[src/rtl/bancoreg_pkg.sv]
// bancoreg_pkg: shared constants and state type for the register-bank write controller
package bancoreg_pkg;
   localparam int NREGS = 8;
   localparam int AW = 3;
   localparam int DW = 16;
   localparam logic [DW-1:0] INIT_VALUE = 16'h0000;
   typedef enum logic {ST_INIT, ST_RUN} state_t;
endpackage

[src/rtl/rr_arbiter2.sv]
// rr_arbiter2: two-way round-robin grant; the pointer favours the requester not served last
module rr_arbiter2 (
   input  logic       clock,
   input  logic       reset_n,
   input  logic [1:0] req,
   input  logic       advance,
   output logic [1:0] gnt
);
   logic ptr;
   always_comb begin
      gnt[0] = req[0] && (!req[1] || !ptr);
      gnt[1] = req[1] && (!req[0] || ptr);
   end
   always_ff @(posedge clock or negedge reset_n)
      if (!reset_n) ptr <= 1'b0;
      else if (advance && |gnt) ptr <= gnt[0];
endmodule

[src/rtl/bancoreg_ctrl.sv]
// bancoreg_ctrl: clears the 8x16 bank after reset, then shares its write port between two requesters
module bancoreg_ctrl #(
   parameter int NREGS = bancoreg_pkg::NREGS,
   parameter int AW = bancoreg_pkg::AW,
   parameter int DW = bancoreg_pkg::DW,
   parameter logic [DW-1:0] INIT_VALUE = bancoreg_pkg::INIT_VALUE
) (
   input  logic          clock,
   input  logic          reset_n,
   input  logic          clear_req,
   input  logic          req0_valid,
   input  logic [AW-1:0] req0_addr,
   input  logic [DW-1:0] req0_data,
   output logic          req0_ready,
   input  logic          req1_valid,
   input  logic [AW-1:0] req1_addr,
   input  logic [DW-1:0] req1_data,
   output logic          req1_ready,
   output logic [AW-1:0] rf_write_reg,
   output logic [DW-1:0] rf_write_data,
   output logic          rf_reg_write,
   output logic          init_done
);
   import bancoreg_pkg::*;
   state_t state, state_next;
   logic [AW-1:0] cnt;
   logic [1:0] req, gnt;
   assign req = {req1_valid, req0_valid} & {2{state == ST_RUN && !clear_req}};
   rr_arbiter2 u_arb (
      .clock(clock),
      .reset_n(reset_n),
      .req(req),
      .advance(|gnt),
      .gnt(gnt)
   );
   always_ff @(posedge clock or negedge reset_n)
      if (!reset_n) state <= ST_INIT;
      else state <= state_next;
   always_comb
      state_next = state == ST_INIT ? (cnt == AW'(NREGS - 1) ? ST_RUN : ST_INIT)
                                    : (clear_req ? ST_INIT : ST_RUN);
   always_comb begin
      req0_ready = gnt[0];
      req1_ready = gnt[1];
   end
   // the counter rests at 0 in ST_RUN so a clear always starts from address 0
   always_ff @(posedge clock or negedge reset_n)
      if (!reset_n) begin
         cnt <= '0;
         rf_reg_write <= 1'b0;
         rf_write_reg <= '0;
         rf_write_data <= '0;
         init_done <= 1'b0;
      end else begin
         init_done <= state_next == ST_RUN;
         rf_reg_write <= state == ST_INIT || |gnt;
         cnt <= state == ST_INIT ? cnt + 1'b1 : '0;
         if (state == ST_INIT) begin
            rf_write_reg <= cnt;
            rf_write_data <= INIT_VALUE;
         end else if (|gnt) begin
            rf_write_reg <= gnt[1] ? req1_addr : req0_addr;
            rf_write_data <= gnt[1] ? req1_data : req0_data;
         end
      end
endmodule

[config.mk]
export PLATFORM = sky130hd
export DESIGN_NAME = bancoreg_ctrl
export DESIGN_NICKNAME = d
export VERILOG_FILES = /design/src/rtl/bancoreg_pkg.sv /design/src/rtl/rr_arbiter2.sv /design/src/rtl/bancoreg_ctrl.sv
export SDC_FILE = /design/constraint.sdc
export NUM_CORES = 1
export LEC_CHECK = 0
export CAP_MARGIN = 0
export CORE_MARGIN = 2
export CORE_UTILIZATION = 30
export DETAILED_ROUTE_END_ITERATION = 7
export GPL_ROUTABILITY_DRIVEN = 0
export SLEW_MARGIN = 20
export SYNTH_ARGS = -nofsm -noshare
export SYNTH_HDL_FRONTEND = slang
export SYNTH_HIERARCHICAL = 1
export SYNTH_SLANG_ARGS = --single-unit
[constraint.sdc]
create_clock -name clock -period 4.5 [get_ports clock]
set_input_delay 0.9 -clock clock [delete_from_list [all_inputs] [get_ports clock]]
set_output_delay 0.9 -clock clock [all_outputs]
set_load 0.01 [all_outputs]
==> impl_metrics.csv, run 1 <==
group,metric,value,unit
worst_setup_path,rr_startpoint,"init_done$_DFF_PN0_",
placed_design,pre_cts_slack,0.828,ns
grt,grt_max_degree,35,
worst_setup_path,crit_path_start,"clear_req",
routing,drcViolationCount,0,
grt,antenna_found_initial,0,
routing,postRouteAntennaNets,0,
worst_setup_path,rr_worst_depth,6,
layout,multi_input_area,582,µm²
sta,min_period,3.69,ns
floorplanning,die-width,69.5,µm
sta,hold_slack,0.485,ns
worst_setup_path,endpoint_kind,"primary output",
worst_setup_path,startpoint_type,"primary input",
grt,track_usage,14.8,%
synthesis,synthCells,113,
cts,clk_pin_slew,0.09,ns
power,p_leak,1.03,nW
worst_setup_path,required,3.60,ns
layout,drive_gt1_share,5.65,%
sta,finalMaxSlewViolations,0,
cts,post_cts_resized,0,
synthesis,synth_nets,158,
cts,cts.root.buffer_cell,"clkbuf_8",
worst_setup_path,cp.arrival,2.79,ns
floorplanning,start_util,31.7,%
sta,fmax,0.271,GHz
cts,numCtsBuffers,3,
power,powerDensity,381,mW/mm²
worst_setup_path,crit_type,"in2out",
layout,regArea,626,µm²
sta,finalHoldViolCount,0,
run,maxCapViolations,0,
sta,tightest_slew,0.540,ns
floorplanning,io_pins,66,
routing,vias,1093,
synthesis,synth_cell_types,23,
cts,post-cts-setup-buffers,0,
sta,rsz0062_at_grt,"no",
cts,cts_tree,"done",
layout,final_nets,223,
synthesis,synth_compound_area_share,19.0,%
layout,largest_reg_flops,16,
synthesis,yosysSeqAreaShare,48.6,%
layout,layout_commonest_cell,"clkdlybuf4s50_1",
layout,n_antenna_cell,0,
placed_design,hpwl,2510,µm
layout,area_growth,56.2,%
placed_design,numPortBuffers,65,
worst_setup_path,r2r-end,"rf_write_reg[2]$_DFFE_PN0P_",
floorplanning,die_h,69.5,µm
worst_setup_path,r2r_slack,2.18,ns
layout,layout_common_cells,"65 x clkdlybuf4s50_1, 25 x dfrtp_1, 18 x nand2_1, 17 x mux2i_1, 16 x o211a_1",
synthesis,synth-simple-area-share,10.7,%
outcome,status,"completed",
cts,htree_levels,1,
synthesis,yosysWarnings,6,
synthesis,syn_avg_cell_area,11.4,µm²
grt,grt_first_pass_wirelength,5640,µm
sta,setup_tns,0,ns
worst_setup_path,cp-endpoint,"req1_ready",
sta,post-route-period-util,81.9,%
synthesis,synthTopCellsByArea,"dfrtp_1 49%, mux2i_1 13%, o211a_1 12%",
power,vdd_drop_max,0.127,mV
synthesis,synth_xor_area_share,0,%
synthesis,netlist_area,0.00129,mm²
layout,fillers,389,
synthesis,synthAdderAreaFrac,1.94,%
sta,setup_violations,0,
cts,clockBufferDepth,2,
sta,relSlewSlack,63.9,%
floorplanning,rows,23,
routing,drt-total-wl,3520,µm
worst_setup_path,critPathMaxFanout,7,
routing,drt-initial-drc-count,48,
synthesis,synth_area_leader_cell,"dfrtp_1",
synthesis,synth_top_family_by_area,"compound AO/OA/AOI/OAI gates",
worst_hold_path,hp-class,"reg2reg",
sta,setup_ws,0.814,ns
grt,grt-ovfl-total,0,
routing,routedWlPerCell,15.5,µm
synthesis,ys_ff_latch,25,
routing,viasPerCell,4.81,
routing,drt_first_pass_iters,4,
grt,grt_pass1_vias,1175,
floorplanning,core-area,0.00406,mm²
synthesis,synthMuxAreaShare,13.2,%
cts,cts.sinks,25,
sta,finClkSkew,0.00402,ns
floorplanning,die_area,0.00483,mm²
synthesis,synth_top_area_share,48.6,%
cts,postCtsHoldBufs,0,
cts,clk_latency,0.27,ns
## logic make-up (layout without fill, tap and decap cells)
logic type,Yosys count,in the layout
compound gates,28,28
fa+ha+maj,2,2
buf+inv,14,78
flops,25,25
mux,17,17
simple gates,27,27
## layout make-up
cell class	instances	share of cell area, %
repair buffers	68	33.5
well taps	50	3.11
inverters	6	1.12
flip-flops and latches	25	31.1
multi-input cells	74	28.9
clock buffers	4	2.24
## Yosys cell counts, drive strengths merged
cell type and n:
a211oi 2, a21boi 2, a21oi 1, a31o 1, a31oi 2, and3b 2
buf 7, clkbuf 1, dfrtp 25, ha 2, inv 6, mux2i 17
nand2 18, nand3b 1, nor2 2, nor2b 4, o211a 16, o21ai 2
o22ai 2
## worst min-delay path by stage
stage                     slack (ns)  depth (start not counted)             start          endpoint
after floorplan                 0.43                          1  cnt[0]$_DFF_PN0_  cnt[0]$_DFF_PN0_
after global placement          0.46                          1  cnt[0]$_DFF_PN0_  cnt[0]$_DFF_PN0_
after detailed placement        0.46                          1  cnt[0]$_DFF_PN0_  cnt[0]$_DFF_PN0_
after CTS                       0.48                          1  cnt[0]$_DFF_PN0_  cnt[0]$_DFF_PN0_
after global routing            0.52                          1  cnt[0]$_DFF_PN0_  cnt[0]$_DFF_PN0_
final                           0.49                          1  cnt[0]$_DFF_PN0_  cnt[0]$_DFF_PN0_
## critical path, cell delays in order
cell	delay [ns]
clkdlybuf4s50_1	0.45
and3b_1	0.30
a21boi_1	0.49
clkdlybuf4s50_1	0.64
## power by group
part           switching [W]  internal (W)
combinational       0.000162      0.000171
clock              0.0000720     0.0000634
sequential         0.0000253      0.000273
total               0.000259      0.000508
## metal layers
layer,wire length [µm],vias up,share of wire (%),track usage (%)
met3,255,4,7.2,4.51
met1,1510,514,43,18.3
met5,0,-,0,0
met2,1710,46,49,24.3
met4,41,0,1.2,5.23
li1,-,529,-,-
## per-stage QoR
stage | instances | util [%] | instance area, µm² | total power [W]
finish | 227 | 49.6 | 2010 | 0.000767
global route | 227 | 49.6 | 2010 | 0.000825
CTS | 227 | 49.6 | 2010 | 0.000778
detailed placement | 223 | 48.4 | 1970 | 0.000638
global placement | 223 | 48.4 | 1970 | 0.000628
floorplan | 113 | - | 1290 | 0.000498
(Power assumes the default switching activity.)
==> run 2: changes to the inputs <==
==> constraint.sdc (replaced) <==
create_clock -name clock -period 3.5 [get_ports clock]
set_input_delay 0.7 -clock clock [delete_from_list [all_inputs] [get_ports clock]]
set_output_delay 0.7 -clock clock [all_outputs]
set_load 0.01 [all_outputs]
==> run 2 against run 1 <==
  * Worst setup slack worse by 0.23 ns
  * Sequential power is 34% higher
  * First-iteration DRC count is 73% lower
  * Non-clock buffer count is 1 higher
  * Hold slack worse by 0.010 ns
  * Count of clock-buffer cells in the layout is 1 lower
  * Highest routed layer unchanged
==> impl_metrics.csv, run 2 (synthesized netlist as in run 1, its figures left out) <==
group,metric,value,unit
grt,antenna_found_initial,0,
routing,drcViolationCount,0,
routing,drt_first_pass_iters,3,
grt,grt_max_degree,35,
routing,postRouteAntennaNets,0,
routing,vias,1099,
sta,min_period,2.91,ns
worst_setup_path,startpoint_type,"primary input",
layout,largest_reg_flops,16,
power,p_leak,1.04,nW
worst_setup_path,crit_type,"in2out",
cts,cts.root.buffer_cell,"clkbuf_8",
layout,n_antenna_cell,0,
power,p_comb_share,42.3,%
floorplanning,io_pins,66,
cts,postCtsHoldBufs,0,
layout,layout_commonest_cell,"clkdlybuf4s50_1",
power,p_sw_share,33.3,%
power,powerDensity,484,mW/mm²
worst_setup_path,endpoint_kind,"primary output",
run,maxCapViolations,0,
cts,clk_pin_slew,0.08,ns
grt,grt_first_pass_wirelength,5460,µm
sta,setup_tns,0,ns
outcome,status,"completed",
grt,grt-ovfl-total,0,
routing,viasPerCell,4.82,
grt,track_usage,14.1,%
sta,rsz0062_at_grt,"no",
layout,fillers,361,
cts,cts_tree,"done",
routing,drt-total-wl,3390,µm
worst_setup_path,required,2.80,ns
sta,relSlewSlack,66.1,%
floorplanning,die_h,69.5,µm
layout,drive_gt1_share,6.74,%
placed_design,place_inst,224,
sta,post-route-period-util,83.2,%
grt,grt_pass1_vias,1150,
routing,drt-initial-drc-count,13,
power,pwr-share-clk,17.1,%
cts,clockBufferDepth,2,
floorplanning,start_util,31.7,%
placed_design,numPortBuffers,65,
cts,cts.sinks,25,
layout,fin_area,0.00202,mm²
floorplanning,die-width,69.5,µm
routing,routedWlPerCell,14.9,µm
layout,layout_common_cells,"65 x clkdlybuf4s50_1, 25 x dfrtp_1, 18 x nand2_1, 17 x mux2i_1, 16 x o211a_1",
floorplanning,rows,23,
power,power_switching,0.000326,W
sta,setup_violations,0,
worst_setup_path,critPathMaxFanout,3,
sta,finalHoldViolCount,0,
placed_design,hpwl,2530,µm
worst_hold_path,hp-class,"reg2reg",
cts,post-cts-setup-buffers,0,
sta,hold_slack,0.475,ns
cts,numCtsBuffers,3,
power,p_seq_share,40.6,%
layout,final_nets,224,
cts,post_cts_resized,0,
floorplanning,die_area,0.00483,mm²
power,vdd_drop_max,0.192,mV
sta,setup_ws,0.587,ns
layout,final_cells,228,
sta,finClkSkew,0.00720,ns
placed_design,placed_area,0.00197,mm²
layout,area_growth,56.9,%
power,internal_power,0.000652,W
cts,clk_latency,0.26,ns
sta,fmax,0.343,GHz
worst_setup_path,cp.arrival,2.21,ns
cts,htree_levels,1,
sta,tightest_slew,0.508,ns
sta,finalMaxSlewViolations,0,
placed_design,pre_cts_slack,0.565,ns
floorplanning,core-area,0.00406,mm²
==> run 2: area by class of cell <==
class,instances,area [µm²],area share (%)
inverters,6,22.5,1.12
flip-flops and latches,25,626,31.0
multi-input cells,74,582,28.8
repair buffers,69,681,33.7
clock buffers,3,41.3,2.04
well taps,50,62.6,3.10
clock inverters,1,5.00,0.248
==> run 2: metal layers <==
metal,track usage [%],routed length (µm),up-vias
met2,24.5,1740,36
met5,0,0,-
met3,2.76,190,2
met4,4.36,14,0
met1,17.7,1440,530
li1,-,-,531
==> run 2: worst paths after layout <==
kind / start / end / slack, ns / cells after the start
setup / recovery: clear_req / req1_ready / 0.59 / 4
hold / removal: cnt[0]$_DFF_PN0_ / cnt[0]$_DFF_PN0_ / 0.47 / 1
hold reg to reg: cnt[0]$_DFF_PN0_ / cnt[0]$_DFF_PN0_ / 0.47 / 1
min in group asynchronous: reset_n / rf_write_data[9]$_DFFE_PN0P_ / 0.79 / 2
max in group asynchronous: reset_n / cnt[0]$_DFF_PN0_ / 2.45 / 2
setup reg to reg: init_done$_DFF_PN0_ / rf_write_data[0]$_DFFE_PN0P_ / 1.57 / 6
==> run 2: per-stage QoR <==
step	util, %	total power [W]
after floorplan	-	0.000640
after global placement	48.6	0.000811
after detailed placement	48.6	0.000821
after CTS	49.8	0.000998
after global routing	49.8	0.00105
final	49.8	0.000978
==> run 2: power by group through the flow <==
stage                     combinational [W]  clock [W]  sequential, W
after floorplan                    0.000236          0       0.000405
after global placement             0.000410          0       0.000400
after detailed placement           0.000418          0       0.000403
after CTS                          0.000422   0.000178       0.000398
after global routing               0.000453   0.000193       0.000407
final                              0.000414   0.000167       0.000398
==> run 2: critical path: stages <==
cell and delay (ns):
clkdlybuf4s50_1 0.45, and3b_1 0.28, a21boi_1 0.22, clkdlybuf4s50_1 0.56
==> run 3: changes to the inputs <==
--- a/config.mk
+++ b/config.mk
@@ -10,6 +10,7 @@
 export CORE_UTILIZATION = 30
 export DETAILED_ROUTE_END_ITERATION = 7
 export GPL_ROUTABILITY_DRIVEN = 0
+export PLACE_DENSITY = 0.66
 export SLEW_MARGIN = 20
 export SYNTH_ARGS = -nofsm -noshare
 export SYNTH_HDL_FRONTEND = slang
==> constraint.sdc (replaced) <==
create_clock -name clock -period 2.6 [get_ports clock]
set_input_delay 0.52 -clock clock [delete_from_list [all_inputs] [get_ports clock]]
set_output_delay 0.52 -clock clock [all_outputs]
set_load 0.01 [all_outputs]
==> run 3 against run 2 <==
  * Sequential share of layout area is 0.29 points lower
  * Count of clock-buffer cells in the layout is 1 higher
  * Combinational power is 39% higher
  * Power is 35% higher
  * Critical path depth stayed put
  * Flip-flop and latch count stayed put
  * Hold slack worse by 0.0014 ns
  * Highest routed layer unchanged
==> impl_metrics.csv, run 3 (synthesized netlist as in run 1, its figures left out) <==
group,metric,value,unit
worst_setup_path,path_cells,"clkdlybuf4s50_1, and3b_1, a21boi_1, clkdlybuf4s50_1",
routing,drt-total-wl,3140,µm
cts,cts.root.buffer_cell,"clkbuf_8",
sta,fmax,0.392,GHz
placed_design,place_inst,225,
cts,cts.sinks,25,
worst_setup_path,cp.arrival,2.03,ns
placed_design,hpwl,2270,µm
layout,area_growth,58.3,%
grt,track_usage,13.5,%
sta,finalHoldViolCount,0,
sta,finClkSkew,0.00130,ns
sta,hold_slack,0.473,ns
grt,grt_max_degree,35,
power,p_leak,1.05,nW
worst_setup_path,crit_type,"in2out",
sta,finalMaxSlewViolations,0,
placed_design,numPortBuffers,65,
cts,htree_levels,1,
worst_setup_path,critPathMostFrequentCell,"clkdlybuf4s50_1",
outcome,status,"completed",
power,p_seq_share,39.6,%
sta,relSlewSlack,75.6,%
cts,clk_latency,0.26,ns
cts,numCtsBuffers,3,
floorplanning,rows,23,
layout,layout_commonest_cell,"clkdlybuf4s50_1",
routing,drt-initial-drc-count,25,
routing,vias,1119,
routing,drcViolationCount,0,
power,p_sw_share,32.5,%
power,power,0.00132,W
cts,clk_pin_slew,0.08,ns
power,vdd_drop_max,0.208,mV
power,p_comb_share,43.7,%
routing,viasPerCell,4.89,
floorplanning,start_util,31.7,%
sta,post-route-period-util,98.2,%
sta,min_period,2.55,ns
worst_setup_path,critPathMaxFanout,3,
run,maxCapViolations,0,
routing,drt_first_pass_iters,4,
cts,post_cts_resized,0,
floorplanning,core-area,0.00406,mm²
layout,n_antenna_cell,0,
sta,rsz0062_at_grt,"yes",
worst_setup_path,endpoint_kind,"primary output",
sta,tightest_slew,0.366,ns
worst_setup_path,startpoint_type,"primary input",
cts,cts_tree,"done",
layout,final_nets,225,
layout,final_cells,229,
power,pwr-share-clk,16.7,%
layout,fillers,352,
floorplanning,io_pins,66,
cts,clockBufferDepth,2,
worst_setup_path,slowest_delay,0.57,ns
grt,grt-ovfl-total,0,
worst_setup_path,slowest_stage,"clkdlybuf4s50_1",
power,powerDensity,646,mW/mm²
worst_setup_path,required,2.08,ns
power,internal_power,0.000888,W
layout,largest_reg_flops,16,
routing,postRouteAntennaNets,0,
worst_hold_path,hp-class,"reg2reg",
power,power_switching,0.000428,W
layout,drive_gt1_share,6.70,%
grt,antenna_found_initial,0,
grt,grt_pass1_vias,1167,
worst_setup_path,r2r_slack,0.92,ns
floorplanning,die-width,69.5,µm
grt,grt_first_pass_wirelength,5320,µm
floorplanning,die_h,69.5,µm
sta,setup_violations,0,
layout,layout_common_cells,"65 x clkdlybuf4s50_1, 25 x dfrtp_1, 18 x nand2_1, 17 x mux2i_1, 16 x o211a_1",
routing,routedWlPerCell,13.7,µm
floorplanning,die_area,0.00483,mm²
[run 3: power groups by stage]
stage               Clock (W)  Sequential (W)  Combinational (W)
floorplan                   0        0.000545           0.000317
CTS                  0.000233        0.000521           0.000587
global route         0.000253        0.000532           0.000644
global placement            0        0.000525           0.000569
detailed placement          0        0.000528           0.000580
finish               0.000220        0.000521           0.000575
[run 3: cell type report]
| cell class | instances | area (µm²) | share of cell area (%) |
|---|---|---|---|
| timing repair buffer | 70 | 701 | 34.4 |
| sequential | 25 | 626 | 30.7 |
| multi-input combinational | 74 | 582 | 28.5 |
| tap | 50 | 62.6 | 3.07 |
| clock buffer | 4 | 45.0 | 2.21 |
| inverter | 6 | 22.5 | 1.10 |
[run 3: path summary, 6_finish.rpt]
path,startpoint,end,cells after the start
max reg2reg,init_done$_DFF_PN0_,rf_write_reg[1]$_DFFE_PN0P_,6
min in group asynchronous,reset_n,rf_write_data[9]$_DFFE_PN0P_,2
min reg2reg,cnt[0]$_DFF_PN0_,cnt[0]$_DFF_PN0_,1
min,cnt[0]$_DFF_PN0_,cnt[0]$_DFF_PN0_,1
max,clear_req,req1_ready,4
max in group asynchronous,reset_n,rf_write_reg[1]$_DFFE_PN0P_,2
[run 3: stage by stage]
step / util (%) / instance area [µm²] / setup WS, ns / TNS (ns)
finish: 50.2 / 2040 / 0.0459 / 0
global route: 50.2 / 2040 / -0.0334 / -0.0655
CTS: 50.2 / 2040 / 0.0346 / 0
detailed placement: 49.1 / 1990 / 0.0467 / 0
global placement: 49.1 / 1990 / 0.0894 / 0
floorplan: - / 1290 / 0.486 / 0
[run 3: worst max-delay path: cells and delay by family]
family | cells | cell delay [ns]
AO/OA/AOI/OAI | 1 | 0.22
AND/OR/NAND/NOR | 1 | 0.28
buffers and inverters | 2 | 1.02
[run 3: what timing repair did]
action,in CTS,in global routing
endpoints found under the setup margin,0,2
setup buffers,0,0
hold buffers,0,0
[run 3: per-layer routing]
| layer | wire [µm] | GRT usage (%) |
|---|---|---|
| met5 | 0 | 0 |
| met4 | 12 | 4.14 |
| met3 | 269 | 3.92 |
| met2 | 1390 | 21.5 |
| met1 | 1470 | 17.9 |
